## src/rtl/demux_pkg.sv

```systemverilog
// Shared types for the TDM receive demux: default lane count, slot index and lock FSM state.
// Latency: n/a (types and constants only).
// Backpressure: n/a; the demux consumes every qualified beat and never stalls its source.
package demux_pkg;

    localparam int NUM_LANES_DEF = 8;
    localparam int SEL_W_DEF     = $clog2(NUM_LANES_DEF);

    // Slot index for the default lane count.
    typedef logic [SEL_W_DEF-1:0] slot_t;

    // HUNT waits for a frame-sync beat; LOCKED tracks slot position frame by frame.
    typedef enum logic {
        HUNT   = 1'b0,
        LOCKED = 1'b1
    } state_t;

endpackage

```

## src/rtl/demux_slot_ctr.sv

```systemverilog
// Slot counter and HUNT/LOCKED framing FSM for the TDM demux; decides where each beat lands.
// Latency: store_en/wr_slot/frame_end are combinational on the beat; sync_err/locked/cur_slot registered (1 cycle).
// Backpressure: none; cycles with din_valid=0 freeze counter and state.
// Optional: DEMUX_SLOT_OUT_EN exposes the slot counter as cur_slot.
module demux_slot_ctr
    import demux_pkg::*;
#(
    parameter  int NUM_LANES = NUM_LANES_DEF,
    localparam int SEL_W     = $clog2(NUM_LANES)
) (
    input  logic             clk,
    input  logic             rst_n,
    input  logic             din_valid,
    input  logic             frame_sync,
    output logic [SEL_W-1:0] wr_slot,
    output logic             store_en,
    output logic             frame_end,
    output logic             sync_err,
    output logic             locked
`ifdef DEMUX_SLOT_OUT_EN
    ,
    output logic [SEL_W-1:0] cur_slot
`endif
);

    localparam logic [SEL_W-1:0] LAST_SLOT = SEL_W'(NUM_LANES - 1);

    state_t           state_q, state_d;
    logic [SEL_W-1:0] slot_q, slot_d;
    logic             err_d;

    // State, slot counter and error pulse registers.
    always_ff @(posedge clk or negedge rst_n) begin
        if (!rst_n) begin
            state_q  <= HUNT;
            slot_q   <= '0;
            sync_err <= 1'b0;
        end else begin
            state_q  <= state_d;
            slot_q   <= slot_d;
            sync_err <= err_d;
        end
    end

    // Next-state, next-slot and per-beat store decisions.
    always_comb begin
        state_d   = state_q;
        slot_d    = slot_q;
        err_d     = 1'b0;
        store_en  = 1'b0;
        frame_end = 1'b0;
        // A sync beat always lands in slot 0, including an early sync that restarts the frame.
        wr_slot   = frame_sync ? '0 : slot_q;
        if (din_valid) begin
            case (state_q)
                HUNT: begin
                    if (frame_sync) begin
                        store_en = 1'b1;
                        slot_d   = SEL_W'(1);
                        state_d  = LOCKED;
                    end
                end
                LOCKED: begin
                    if (frame_sync) begin
                        // Sync away from slot 0 means the partial frame is abandoned.
                        store_en = 1'b1;
                        slot_d   = SEL_W'(1);
                        err_d    = (slot_q != '0);
                    end else if (slot_q == '0) begin
                        // Missing sync where a frame must start: lose lock, drop the beat.
                        err_d   = 1'b1;
                        state_d = HUNT;
                        slot_d  = '0;
                    end else begin
                        store_en  = 1'b1;
                        slot_d    = slot_q + 1'b1;
                        frame_end = (slot_q == LAST_SLOT);
                    end
                end
                default: begin
                    state_d = HUNT;
                    slot_d  = '0;
                end
            endcase
        end
    end

    assign locked = (state_q == LOCKED);

`ifdef DEMUX_SLOT_OUT_EN
    assign cur_slot = slot_q;
`endif

endmodule

```

## src/rtl/demux_1x8_tdm.sv

```systemverilog
// TDM serial-to-lane demux: spreads successive beats over NUM_LANES lanes, publishes whole frames.
// Latency: 1 cycle from beat to lane_q; 1 cycle from last-slot beat to frame_q/frame_valid.
// Backpressure: none; din_valid=0 cycles are gaps that hold all state. Optional: DEMUX_SLOT_OUT_EN adds cur_slot.
module demux_1x8_tdm
    import demux_pkg::*;
#(
    parameter  int NUM_LANES = NUM_LANES_DEF,
    parameter  int DATA_W    = 1,
    localparam int SEL_W     = $clog2(NUM_LANES)
) (
    input  logic                        clk,
    input  logic                        rst_n,
    input  logic                        din_valid,
    input  logic [DATA_W-1:0]           din,
    input  logic                        frame_sync,
    output logic [NUM_LANES*DATA_W-1:0] lane_q,
    output logic [NUM_LANES*DATA_W-1:0] frame_q,
    output logic                        frame_valid,
    output logic                        sync_err,
    output logic                        locked
`ifdef DEMUX_SLOT_OUT_EN
    ,
    output logic [SEL_W-1:0]            cur_slot
`endif
);

    localparam int SHADOW_W = (NUM_LANES - 1) * DATA_W;

    logic [SEL_W-1:0]    wr_slot;
    logic                store_en;
    logic                frame_end;
    // Lanes 0..NUM_LANES-2 of the frame in progress; the last lane comes straight from din.
    logic [SHADOW_W-1:0] shadow;

    demux_slot_ctr #(
        .NUM_LANES (NUM_LANES)
    ) u_slot_ctr (
        .clk        (clk),
        .rst_n      (rst_n),
        .din_valid  (din_valid),
        .frame_sync (frame_sync),
        .wr_slot    (wr_slot),
        .store_en   (store_en),
        .frame_end  (frame_end),
        .sync_err   (sync_err),
        .locked     (locked)
`ifdef DEMUX_SLOT_OUT_EN
        ,
        .cur_slot   (cur_slot)
`endif
    );

    // Live view: write the accepted beat into its lane, other lanes hold.
    always_ff @(posedge clk or negedge rst_n) begin
        if (!rst_n) begin
            lane_q <= '0;
        end else if (store_en) begin
            lane_q[int'(wr_slot)*DATA_W +: DATA_W] <= din;
        end
    end

    // Shadow copy of the current frame's lower lanes, feeding the snapshot.
    always_ff @(posedge clk or negedge rst_n) begin
        if (!rst_n) begin
            shadow <= '0;
        end else if (store_en && (int'(wr_slot) < NUM_LANES - 1)) begin
            shadow[int'(wr_slot)*DATA_W +: DATA_W] <= din;
        end
    end

    // Snapshot on the last-slot beat; frame_valid pulses for one cycle alongside it.
    always_ff @(posedge clk or negedge rst_n) begin
        if (!rst_n) begin
            frame_q     <= '0;
            frame_valid <= 1'b0;
        end else begin
            frame_valid <= frame_end;
            if (frame_end) begin
                frame_q <= {din, shadow};
            end
        end
    end

endmodule

```

## config.mk

```make
export PLATFORM = sky130hd
export DESIGN_NAME = demux_1x8_tdm
export DESIGN_NICKNAME = d
export VERILOG_FILES = /design/src/rtl/demux_pkg.sv /design/src/rtl/demux_slot_ctr.sv /design/src/rtl/demux_1x8_tdm.sv
export SDC_FILE = /design/constraint.sdc
export NUM_CORES = 1
export LEC_CHECK = 0
export ABC_AREA = 1
export BUFFER_PORTS_ARGS = -buffer_cell sky130_fd_sc_hd__buf_2
export CAP_MARGIN = 20
export CORE_ASPECT_RATIO = 1.4
export CORE_MARGIN = 2
export CORE_UTILIZATION = 35
export DETAILED_ROUTE_END_ITERATION = 8
export GPL_TIMING_DRIVEN = 0
export PLACE_DENSITY = 0.58
export SETUP_SLACK_MARGIN = 0.4
export SYNTH_ARGS = -nofsm -noshare
export SYNTH_HDL_FRONTEND = slang
export SYNTH_SLANG_ARGS = --single-unit
```

## constraint.sdc

```tcl
create_clock -name clk -period 2.8 [get_ports clk]
set_clock_uncertainty 0.1 [all_clocks]
set_input_delay 0.42 -clock clk [delete_from_list [all_inputs] [get_ports clk]]
set_output_delay 0.42 -clock clk [all_outputs]
set_load 0.03 [all_outputs]
```

==> results.toml <==
[clocking]
clock_latency_ns = 0.28
cts_buffers = 5
clockBufferDepth = 2
tritoncts = "done"
cts_hold_buf = 0
clk_pin_slew_ns = 0.06
cts_resized = 0
htree_levels = 2
cts_root_buffer = "clkbuf_8"
cts_sinks = 29
post-cts-setup-buffer-count = 0

[global_route]
grt.overflow.total = 0
antenna_found_initial = 0
grt_pass1_wl_um = 4930
grt_max_degree = 30
grt_pass1_vias = 1061
track_usage_pct = 14.2

[place]
dp_slack_ns = 0.618
gp_congestion = 0.768
place_hpwl_um = 2070
numPortBuffers = 23

[critical_path]
required_ns = 2.87
worstPathArrival_ns = 1.99
timing.rr.end = "shadow[3]$_DFFE_PN0P_"
start_kind = "flip-flop"
crit_fanout = 6
crit_path_start = "u_slot_ctr.slot_q[0]$_DFFE_PN0P_"
criticalPathCategory = "flip-flop to flip-flop"
r2r-start = "u_slot_ctr.slot_q[0]$_DFFE_PN0P_"
r2r_cells = 8
crit_path_end_kind = "flip-flop"
rrSetupSlack_ns = 0.88
worstSetupEndpoint = "shadow[3]$_DFFE_PN0P_"

[run]
drv_cap = 0

[status]
status = "finished, final reports clean"

[routing]
ant_nets = 0
vias = 1137
drtPass1Iterations = 4
routed_wl_um = 2720
wl_per_cell_um = 11.1
drt_iter0_drc = 29
drc = 0
via_per_inst = 4.62

[die]
start_util_pct = 36.7
ios = 24
fp.dieH_um = 80.2
fp.dieW_um = 58.4
rows = 27
core_area_sq_um = 3950
dieArea_sq_um = 4690

[synth]
ys_seq_area_share_pct = 50.0
yosys.cell_types.count = 21
synth_cells = 172
synth_area_sq_um = 1450
ys.flop_type = "dfrtp_1"
synthTopCellsByArea = "dfrtp_1, nand2_1, ha_1"
syn_nets = 183
synth_edf_count = 0
synthArstFlopShare_pct = 100
yosys_warnings = 0
synth_top_area_share_pct = 50.0
synth.avg_cell_area_sq_um = 8.44
synth_top_cell_by_area = "dfrtp_1"
ys_ff_latch = 29

[timing]
finalCritPeriodShare_pct = 68.6
finalSetupTns_ns = 0
drv_slew = 0
worst_pin_slew_ns = 0.652
grt_setup_unrepaired = "false"
relSlewSlack_pct = 56.5
fin_ws_ns = 0.878
fmax_ghz = 0.520
fin_crit_ns = 1.92
hold_viol = 0
setup_viol = 0

[cells_and_area]
most-common-layout-cells = "nand2_1, dfrtp_1, buf_2"
antennaDiodeCount = 0
layout-drive-gt1-share_pct = 27.1
nNetsFinal = 213
final_common_cell = "nand2_1"
multi_input_area_sq_um = 627
regArea_sq_um = 726
n_fill_cell = 411
area_growth_pct = 18.6

[pwr]
totalPowerFinal_mw = 1.34
pwr_density_cell_nw_per_um2 = 778
max-vdd-ir-drop_v = 0.000403
p_leak_nw = 0.956

[worst_hold_path]
min_path_type = "input port to asynchronous set/reset pin"
## through the flow
step / cells / util, % / hold slack (ns) / cell area (sq um)
final: 246 / 43.6 / 0.0621 / 1720
after global routing: 246 / 43.6 / 0.111 / 1720
after CTS: 246 / 43.6 / 0.0807 / 1720
after detailed placement: 238 / 41.0 / 0.358 / 1620
after global placement: 238 / 41.0 / 0.353 / 1620
after floorplan: 172 / - / 0.0244 / 1450
## critical path, stage by stage (launching register included)
cell and delay (ns):
dfrtp_1 0.43, nand2_4 0.12, ha_1 0.21, ha_1 0.41, nand2_1 0.13, nor2_4 0.14, nand2_1 0.09, o21ai_1 0.12
nand2_1 0.06
## power breakdown
group          internal, mW  total, mW  switching, mW  leakage [nW]
Clock                 0.222      0.383          0.161        0.0542
Sequential            0.497      0.543         0.0452         0.383
Combinational         0.125      0.414          0.289         0.519
Total                 0.844       1.34          0.496         0.956
## cell families (layout without fill, tap and decap cells)
kind of cell    after synthesis  count (layout)  synth area share (%)
compound gates               16              16                  5.86
flops                        29              29                  50.0
simple gates                 95              95                  32.2
fa+ha+maj                     6               6                  5.17
buf+inv                      26              57                  6.81
## state kept, by name (all words and copies together) (netlist names)
| register | cells |
|---|---|
| frame_q | 8 |
| frame_valid | 1 |
| lane_q | 8 |
| shadow | 7 |
| u_slot_ctr.locked | 1 |
| u_slot_ctr.slot_q | 3 |
| u_slot_ctr.sync_err | 1 |
## worst min path at each step
| stage | startpoint | endpoint | slack, ns | cells after the start |
|---|---|---|---|---|
| floorplan | rst_n | frame_q[0]$_DFFE_PN0P_ | 0.02 | 0 |
| global placement | shadow[4]$_DFFE_PN0P_ | frame_q[4]$_DFFE_PN0P_ | 0.35 | 2 |
| detailed placement | lane_q[1]$_DFFE_PN0P_ | lane_q[1]$_DFFE_PN0P_ | 0.36 | 2 |
| CTS | rst_n | shadow[4]$_DFFE_PN0P_ | 0.08 | 1 |
| global route | rst_n | lane_q[3]$_DFFE_PN0P_ | 0.11 | 1 |
| finish | rst_n | lane_q[3]$_DFFE_PN0P_ | 0.06 | 1 |
## Yosys cell counts (2+ instances only)
master and instances:
nand3_1 9, nor2_4 4, inv_1 16, dfrtp_1 29, nand4_1 4, nor2_1 8, o21ai_1 12, nand2_2 5
o22ai_1 2, nand2_4 3, ha_1 6, nand2_1 58, inv_2 8
## layer usage
layer	wire length (um)	global-route usage, %	vias up
met2	1340	23.4	27
met1	1180	16.6	501
li1	-	-	604
met5	0	0	-
met4	63	6.98	0
met3	136	4.03	5
## cell type report
type / count / share of cell area [%]
timing repair buffer: 23 / 6.69
tap: 43 / 3.13
inverter: 25 / 5.45
multi-input combinational: 117 / 36.4
buffer: 1 / 0.291
clock buffer: 7 / 5.60
clock inverter: 1 / 0.291
sequential: 29 / 42.2
No activity file was read; power rests on OpenSTA's default activity.
